File: src/rtl/gray_pkg.sv
// gray_pkg: shared Gray-code helpers and width constants.
//   GRAY_W_DEF - default counter width
//   GRAY_W_MAX - widest value the helper functions accept
//   bin2gray   - binary to Gray, width-generic on zero-extended operands
//   gray2bin   - Gray to binary, width-generic on zero-extended operands
package gray_pkg;

    localparam int unsigned GRAY_W_DEF = 4;
    localparam int unsigned GRAY_W_MAX = 32;

    typedef logic [GRAY_W_MAX-1:0] gray_word_t;

    // Zero-extended inputs convert correctly, so callers cast to/from GRAY_W_MAX.
    function automatic gray_word_t bin2gray(input gray_word_t b);
        return b ^ (b >> 1);
    endfunction

    // Prefix XOR from the MSB; zero upper bits leave the low bits unaffected.
    function automatic gray_word_t gray2bin(input gray_word_t g);
        gray_word_t b;
        b[GRAY_W_MAX-1] = g[GRAY_W_MAX-1];
        for (int i = int'(GRAY_W_MAX) - 2; i >= 0; i--) begin
            b[i] = b[i+1] ^ g[i];
        end
        return b;
    endfunction

endpackage

File: src/rtl/gray2bin_n.sv
// gray2bin_n: combinational width-generic Gray-to-binary decoder.
//   gray     in  WIDTH  Gray-coded value
//   binary_c out WIDTH  decoded binary value (combinational)
module gray2bin_n
    import gray_pkg::*;
#(
    parameter int unsigned WIDTH = GRAY_W_DEF
) (
    input  logic [WIDTH-1:0] gray,
    output logic [WIDTH-1:0] binary_c
);

    // Each binary bit is the XOR of all Gray bits at or above it.
    for (genvar i = 0; i < WIDTH; i++) begin : g_bit
        assign binary_c[i] = ^gray[WIDTH-1:i];
    end

endmodule

File: src/rtl/gray_counter.sv
// gray_counter: up/down counter held in binary, presented as registered Gray and binary.
//   clk       in  1      rising-edge clock
//   rst_n     in  1      asynchronous active-low reset
//   clr       in  1      synchronous clear, highest priority
//   load      in  1      synchronous load of load_gray
//   load_gray in  WIDTH  Gray-coded load value
//   en        in  1      count enable
//   up        in  1      1 = increment, 0 = decrement
//   gray      out WIDTH  registered Gray count
//   binary    out WIDTH  registered binary count
//   term      out 1      one-cycle flag on a wrap or a blocked saturating step
module gray_counter
    import gray_pkg::*;
#(
    parameter int unsigned WIDTH = GRAY_W_DEF,
    parameter bit          WRAP  = 1'b1
) (
    input  logic             clk,
    input  logic             rst_n,
    input  logic             clr,
    input  logic             load,
    input  logic [WIDTH-1:0] load_gray,
    input  logic             en,
    input  logic             up,
    output logic [WIDTH-1:0] gray,
    output logic [WIDTH-1:0] binary,
    output logic             term
);

    localparam logic [WIDTH-1:0] CNT_MAX  = '1;
    localparam logic [WIDTH-1:0] CNT_ZERO = '0;

    if (WIDTH < 2 || WIDTH > GRAY_W_MAX) begin : g_bad_width
        $error("gray_counter: WIDTH out of range");
    end

    logic [WIDTH-1:0] cnt_q;
    logic [WIDTH-1:0] cnt_d;
    logic [WIDTH-1:0] gray_q;
    logic [WIDTH-1:0] load_bin_c;
    logic             term_q;
    logic             term_d;

    // Load path decode.
    gray2bin_n #(.WIDTH(WIDTH)) u_load_dec (
        .gray     (load_gray),
        .binary_c (load_bin_c)
    );

    // Priority mux with end-of-range detect; only counting steps can raise term.
    always_comb begin
        cnt_d  = cnt_q;
        term_d = 1'b0;
        if (clr) begin
            cnt_d = CNT_ZERO;
        end else if (load) begin
            cnt_d = load_bin_c;
        end else if (en) begin
            if (up) begin
                if (cnt_q == CNT_MAX) begin
                    term_d = 1'b1;
                    if (WRAP) cnt_d = CNT_ZERO;
                end else begin
                    cnt_d = cnt_q + WIDTH'(1);
                end
            end else begin
                if (cnt_q == CNT_ZERO) begin
                    term_d = 1'b1;
                    if (WRAP) cnt_d = CNT_MAX;
                end else begin
                    cnt_d = cnt_q - WIDTH'(1);
                end
            end
        end
    end

    // Gray is registered from the next count so it always matches binary.
    always_ff @(posedge clk or negedge rst_n) begin
        if (!rst_n) begin
            cnt_q  <= CNT_ZERO;
            gray_q <= CNT_ZERO;
            term_q <= 1'b0;
        end else begin
            cnt_q  <= cnt_d;
            gray_q <= WIDTH'(bin2gray(GRAY_W_MAX'(cnt_d)));
            term_q <= term_d;
        end
    end

    assign gray   = gray_q;
    assign binary = cnt_q;
    assign term   = term_q;

endmodule

File: config.mk
export PLATFORM = sky130hd
export DESIGN_NAME = gray_counter
export DESIGN_NICKNAME = d
export VERILOG_FILES = /design/src/rtl/gray_pkg.sv /design/src/rtl/gray2bin_n.sv /design/src/rtl/gray_counter.sv
export SDC_FILE = /design/constraint.sdc
export NUM_CORES = 1
export LEC_CHECK = 0
export CAP_MARGIN = 20
export CORE_AREA = 2 2 39 41
export DETAILED_ROUTE_END_ITERATION = 12
export DIE_AREA = 0 0 41 43
export PLACE_DENSITY = 0.74
export SLEW_MARGIN = 10
export SYNTH_ARGS = -nofsm -noshare
export SYNTH_HDL_FRONTEND = slang
export SYNTH_SLANG_ARGS = --single-unit
export TNS_END_PERCENT = 1
File: constraint.sdc
create_clock -name clk -period 2.1 [get_ports clk]
set_input_delay 0.63 -clock clk [delete_from_list [all_inputs] [get_ports clk]]
set_output_delay 0.63 -clock clk [all_outputs]
set_load 0.05 [all_outputs]
# --- Word level (Yosys, flattened, before mapping) ---
# Cells that the tools add are included.
classes:
  add_sub_neg: 2
  n_mul: 0
  div: 0
  order_cmp: 0
  n_eq_ne: 1
  shift: 0
  mux: 12
  bitwise: 1
  n_reduce_logical: 4
ops:
  columns: ["cell", "n"]
  rows:
  - ["4-bit two-way mux", 6]
  - ["1-bit two-way mux", 6]
  - ["4-bit by 1-bit adder with 4-bit output (second input constant)", 1]
  - ["4-bit equality test (second input constant)", 1]
  - ["4-bit logical NOT", 1]
  - ["4-bit XOR reduction", 1]
  - ["4-bit by 1-bit subtractor with 4-bit output (second input constant)", 1]
  - ["4-bit by 3-bit XOR with 4-bit output", 1]
  - ["3-bit XOR reduction", 1]
  - ["2-bit XOR reduction", 1]
word_totals:
  regBits: 9
  latchBits: 0
  mem_bits_rw: 0
  mem_bits_ro: 0
  input_bits: 10
  mem_count: 0

# --- Logic depth before layout (Yosys ltp) ---
# Gate-level depths: netlist of the first run.
logic_depth:
  ltp_word: 7
  depth_mapped: 7

# --- By module ---
# A second synthesis of the first run with hierarchy kept.
unflattened:
  hier_cells: 55
  hier_area_um2: 548.0
by_module_without_submodules:
  columns: ["module", "instances", "cells_each", "area_per_inst_um2", "seq_area_each_um2"]
  rows:
  - ["gray_counter", 1, 50, 498.0, 200.2]
  - ["gray2bin_n", 1, 5, 50.0, 0.0]

# --- Worst setup path after synthesis of the first run ---
# OpenSTA, ideal clock, no wires.
synth_timing:
  path_type: "register to register"
  start: "register cnt_q[1], in the netlist binary[1]"
  end: "register gray_q[0], in the netlist gray[0]"
  t_arrival_ns: 1.841
  required_ns: 1.981
  slack_ns: 0.140
  path_stages_with_launch: 8
  n_path_buf: 0
  period_less_slack_ns: 1.960
  path_cell_list: "dfrtp_1 > inv_1 > ha_1 > or4b_1 > a31oi_1 > a211oi_2 > xnor2_1 > nor2_1"
synth_via:
  elab_chain_cells: 7
synth_rtl:
  columns: ["item", "line_no", "source"]
  rows:
  - ["from (decl)", "gray_counter.sv:37", "logic [WIDTH-1:0] cnt_q;"]
  - ["from (signal assigned)", "gray_counter.sv:84", "cnt_q <= cnt_d;"]
  - ["4-bit by 1-bit subtractor with 4-bit output, or another cell as far along", "gray_counter.sv:71", "cnt_d = cnt_q - WIDTH'(1);"]
  - ["4-bit two-way mux (on tied branches)", "gray_counter.sv:67, gray_counter.sv:60", null]
  - ["4-bit two-way mux", "gray_counter.sv:59", "if (up) begin"]
  - ["4-bit two-way mux (*)", "gray_counter.sv:58", "end else if (en) begin"]
  - ["4-bit two-way mux (*)", "gray_counter.sv:56", "end else if (load) begin"]
  - ["4-bit two-way mux (*)", "gray_counter.sv:54", "if (clr) begin"]
  - ["4-bit by 3-bit XOR with 4-bit output (*)", "gray_pkg.sv:15", "return b ^ (b >> 1);"]
  - ["to (signal assigned)", "gray_counter.sv:85", "gray_q <= WIDTH'(bin2gray(GRAY_W_MAX'(cnt_d)));"]
  - ["to (decl)", "gray_counter.sv:39", "logic [WIDTH-1:0] gray_q;"]
# Every way passes the cells marked *; elsewhere a longest branch is shown, timed or not.

# --- Worst setup path in the final report of the first run ---
layout_timing:
  start: "register gray_q[2], in the netlist gray[2]"
  end: "output port gray[2]"
layout_lines:
  columns: ["item", "line_no", "source"]
  rows:
  - ["to (decl)", "gray_counter.sv:25", "output logic [WIDTH-1:0] gray,"]
# No word-level cell between the ends.

==> results of run 1 <==
==> worst min path at each step <==
stage	startpoint	end	cells past startpoint	slack (ns)
final	rst_n	binary[3]	1	0.66
after global routing	rst_n	binary[3]	1	0.68
after CTS	rst_n	binary[3]	1	0.66
after detailed placement	binary[2]	term	2	0.72
after global placement	binary[2]	term	2	0.69
after floorplan	rst_n	binary[0]	0	0.33
==> cell type report <==
type                            instances  area (um^2)
Fill cell                             133          588
Multi-Input combinational cell         40          322
Inverter                                5         18.8
Tap cell                               16         20.0
Timing Repair Buffer                   25          213
Sequential cell                         8          200
Clock buffer                            3         22.5
==> report_power, final <==
part | switching [uW] | internal (uW)
Clock | 51.8 | 65.4
Sequential | 20.6 | 174
Combinational | 147 | 101
Total | 220 | 340
==> per-stage QoR <==
stage	std cells	TNS, ns
6_report	97	0
5_1_grt	97	0
4_1_cts	97	0
3_5_place_dp	94	-0.213
3_3_place_gp	94	-0.168
2_1_floorplan	55	0
==> kinds of logic after synthesis <==
family,share of synthesized area [%]
compound gates,22.6
xor+xnor,11.1
fa+ha+maj,4.52
buf+inv,5.66
flops,36.2
mux,5.43
simple gates,14.5
==> layout by cell type, fill, tap and decap left out <==
cell type	netlist	layout
nand4_1	1	1
clkbuf_4	0	3
o21ai_1	1	1
a31oi_1	1	1
o221ai_2	1	1
mux2i_1	3	3
a2111oi_0	1	1
nand3b_1	2	2
inv_1	5	5
a211oi_2	1	1
buf_4	1	15
nand3_1	1	1
nor2_1	5	5
dfrtp_1	8	8
a221oi_2	1	1
ha_1	2	2
o311a_1	1	1
nand2b_1	1	1
or4b_1	2	2
xnor2_1	5	5
or3b_2	1	1
a21oi_1	3	3
xor2_1	2	2
a21boi_0	2	2
a21o_1	2	2
o31ai_1	1	1
clkdlybuf4s50_1	0	10
==> state kept, by name, summed over array words and instances, names as in the netlist <==
name    cells
binary      4
gray        3
term        1
==> per-layer routing <==
| metal | GRT usage [%] | vias up | routed length (um) |
|---|---|---|---|
| met1 | 18.4 | 228 | 545 |
| met5 | 0 | - | 0 |
| met4 | 12.0 | 0 | 24 |
| met2 | 29.4 | 14 | 687 |
| met3 | 3.66 | 2 | 47 |
| li1 | - | 252 | - |
==> results.toml, run 1 <==
[run_status]
status = "finished, final reports clean"

[synth]
synth.distinct_cells = 26
yosys.area.top_type = "dfrtp_1"
yosysSeqAreaShare_pct = 36.2
yosys-top-cells-area = "dfrtp_1, xnor2_1, mux2i_1, ha_1, or4b_1"
ys_ff_latch = 8
netlist_area_um2 = 553
avgSynthCellArea_um2 = 10.1
synthArstFlopShare_pct = 100
synth_warnings = 0
synth_most_common_cell = "dfrtp_1"
synth_ff_type = "dfrtp_1"
synth_cells = 55
synth_edf_count = 0
synth_top_area_share_pct = 36.2
synth_nets = 67
synth_common_cells = "dfrtp_1, inv_1, nor2_1, xnor2_1"

[grt]
grt_overflow = 0
grt_max_degree = 11
grt_pass1_wl_um = 2010
grt_pass1_vias = 493
globalRouteTotalUtil_pct = 17.7
antenna_found_initial = 0

[worst_setup_path]
path_buf_inv = 1
path_delay_family = "buffers and inverters"
cp-start-kind = "flop"
crit_cells = 1
end_kind = "output port"
crit_chain = "clkdlybuf4s50_1"
r2r_start = "binary[0]"
ff2ff_setup_slack_ns = 0.22
arrival_ns = 1.40
cp_data_required_time_ns = 1.47
r2r-end = "gray[0]"
crit_path_end = "gray[2]"
crit_slowest_cell = "clkdlybuf4s50_1"
reg2reg_depth = 7
max_stage_delay_ns = 0.80
worstPathMaxFanout = 1
path_class = "flop to output port"
crit_start = "gray[2]"

[route]
drt_iter0_drc = 3
drc = 0
wl_per_cell_um = 13.5
final_antenna_net_count = 0
via_count = 496
via_per_inst = 5.11
first_pass_iters = 3
drt-total-wl_um = 1310

[timing]
finalMaxSlewViolations = 0
period_share_pct = 96.4
relSlewSlack_pct = 66.8
rsz0062_at_grt = "no"
whs_ns = 0.657
fin_ws_ns = 0.0750
hold_violations = 0
layout_min_cycle_time_ns = 2.03
setup_violations = 0
clock.fmax_ghz = 0.494
worst_pin_slew_ns = 0.496
skew_ns = 0.00485

[place]
dp_hpwl_um = 1060
post-place-ws_ns = -0.0876
gp_congestion = 0.706
io_buffers = 18
postPlaceCellArea_um2 = 773

[cts]
clk_latency_ns = 0.25
cts_resized = 0
clockBufferDepth = 2
htreeDepth = 1
post_cts.repair.setup_buffers = 0
cts_tree = "built"
cts.sinks = 8
holdBufCountCts = 0
cts-root-buf = "clkbuf_4"
cts_buffers = 3
path_clk_slew_ns = 0.06

[die]
die_area_mm2 = 0.00176
row_count = 14
die_x_um = 41
initial_core_util_pct = 40.0
ios = 19
coreArea_mm2 = 0.00138
die_y_um = 43

[finish]
syn2layout_area_growth_pct = 43.9
antenna_cells = 0
layout.nets = 95
final_area_um2 = 796
drive_above_1_share_pct = 27.2
final_core_util_pct = 57.5

[pwr]
cellPowerDensity_mw_per_mm2 = 703
irDropWorstVdd_v = 0.000353
finalPower_uw = 560
leakagePower_uw = 0.000374

[run]
maxCapViolCount = 0

[hold_path]
holdCritPathClass = "primary input to async pin"
Note: power is estimated with default switching activity, not from simulation.
==> run 2, diff against run 1 <==
CTS_CLUSTER_SIZE = 16   (was not set)
==> results of run 2 <==
Final layout, timing and power as in run 1 (identical DEF).
==> run 3, diff against run 2 <==
SKIP_CTS_REPAIR_TIMING = 1   (was not set)
==> results of run 3 <==
Final layout, timing and power as in run 1 (identical DEF).
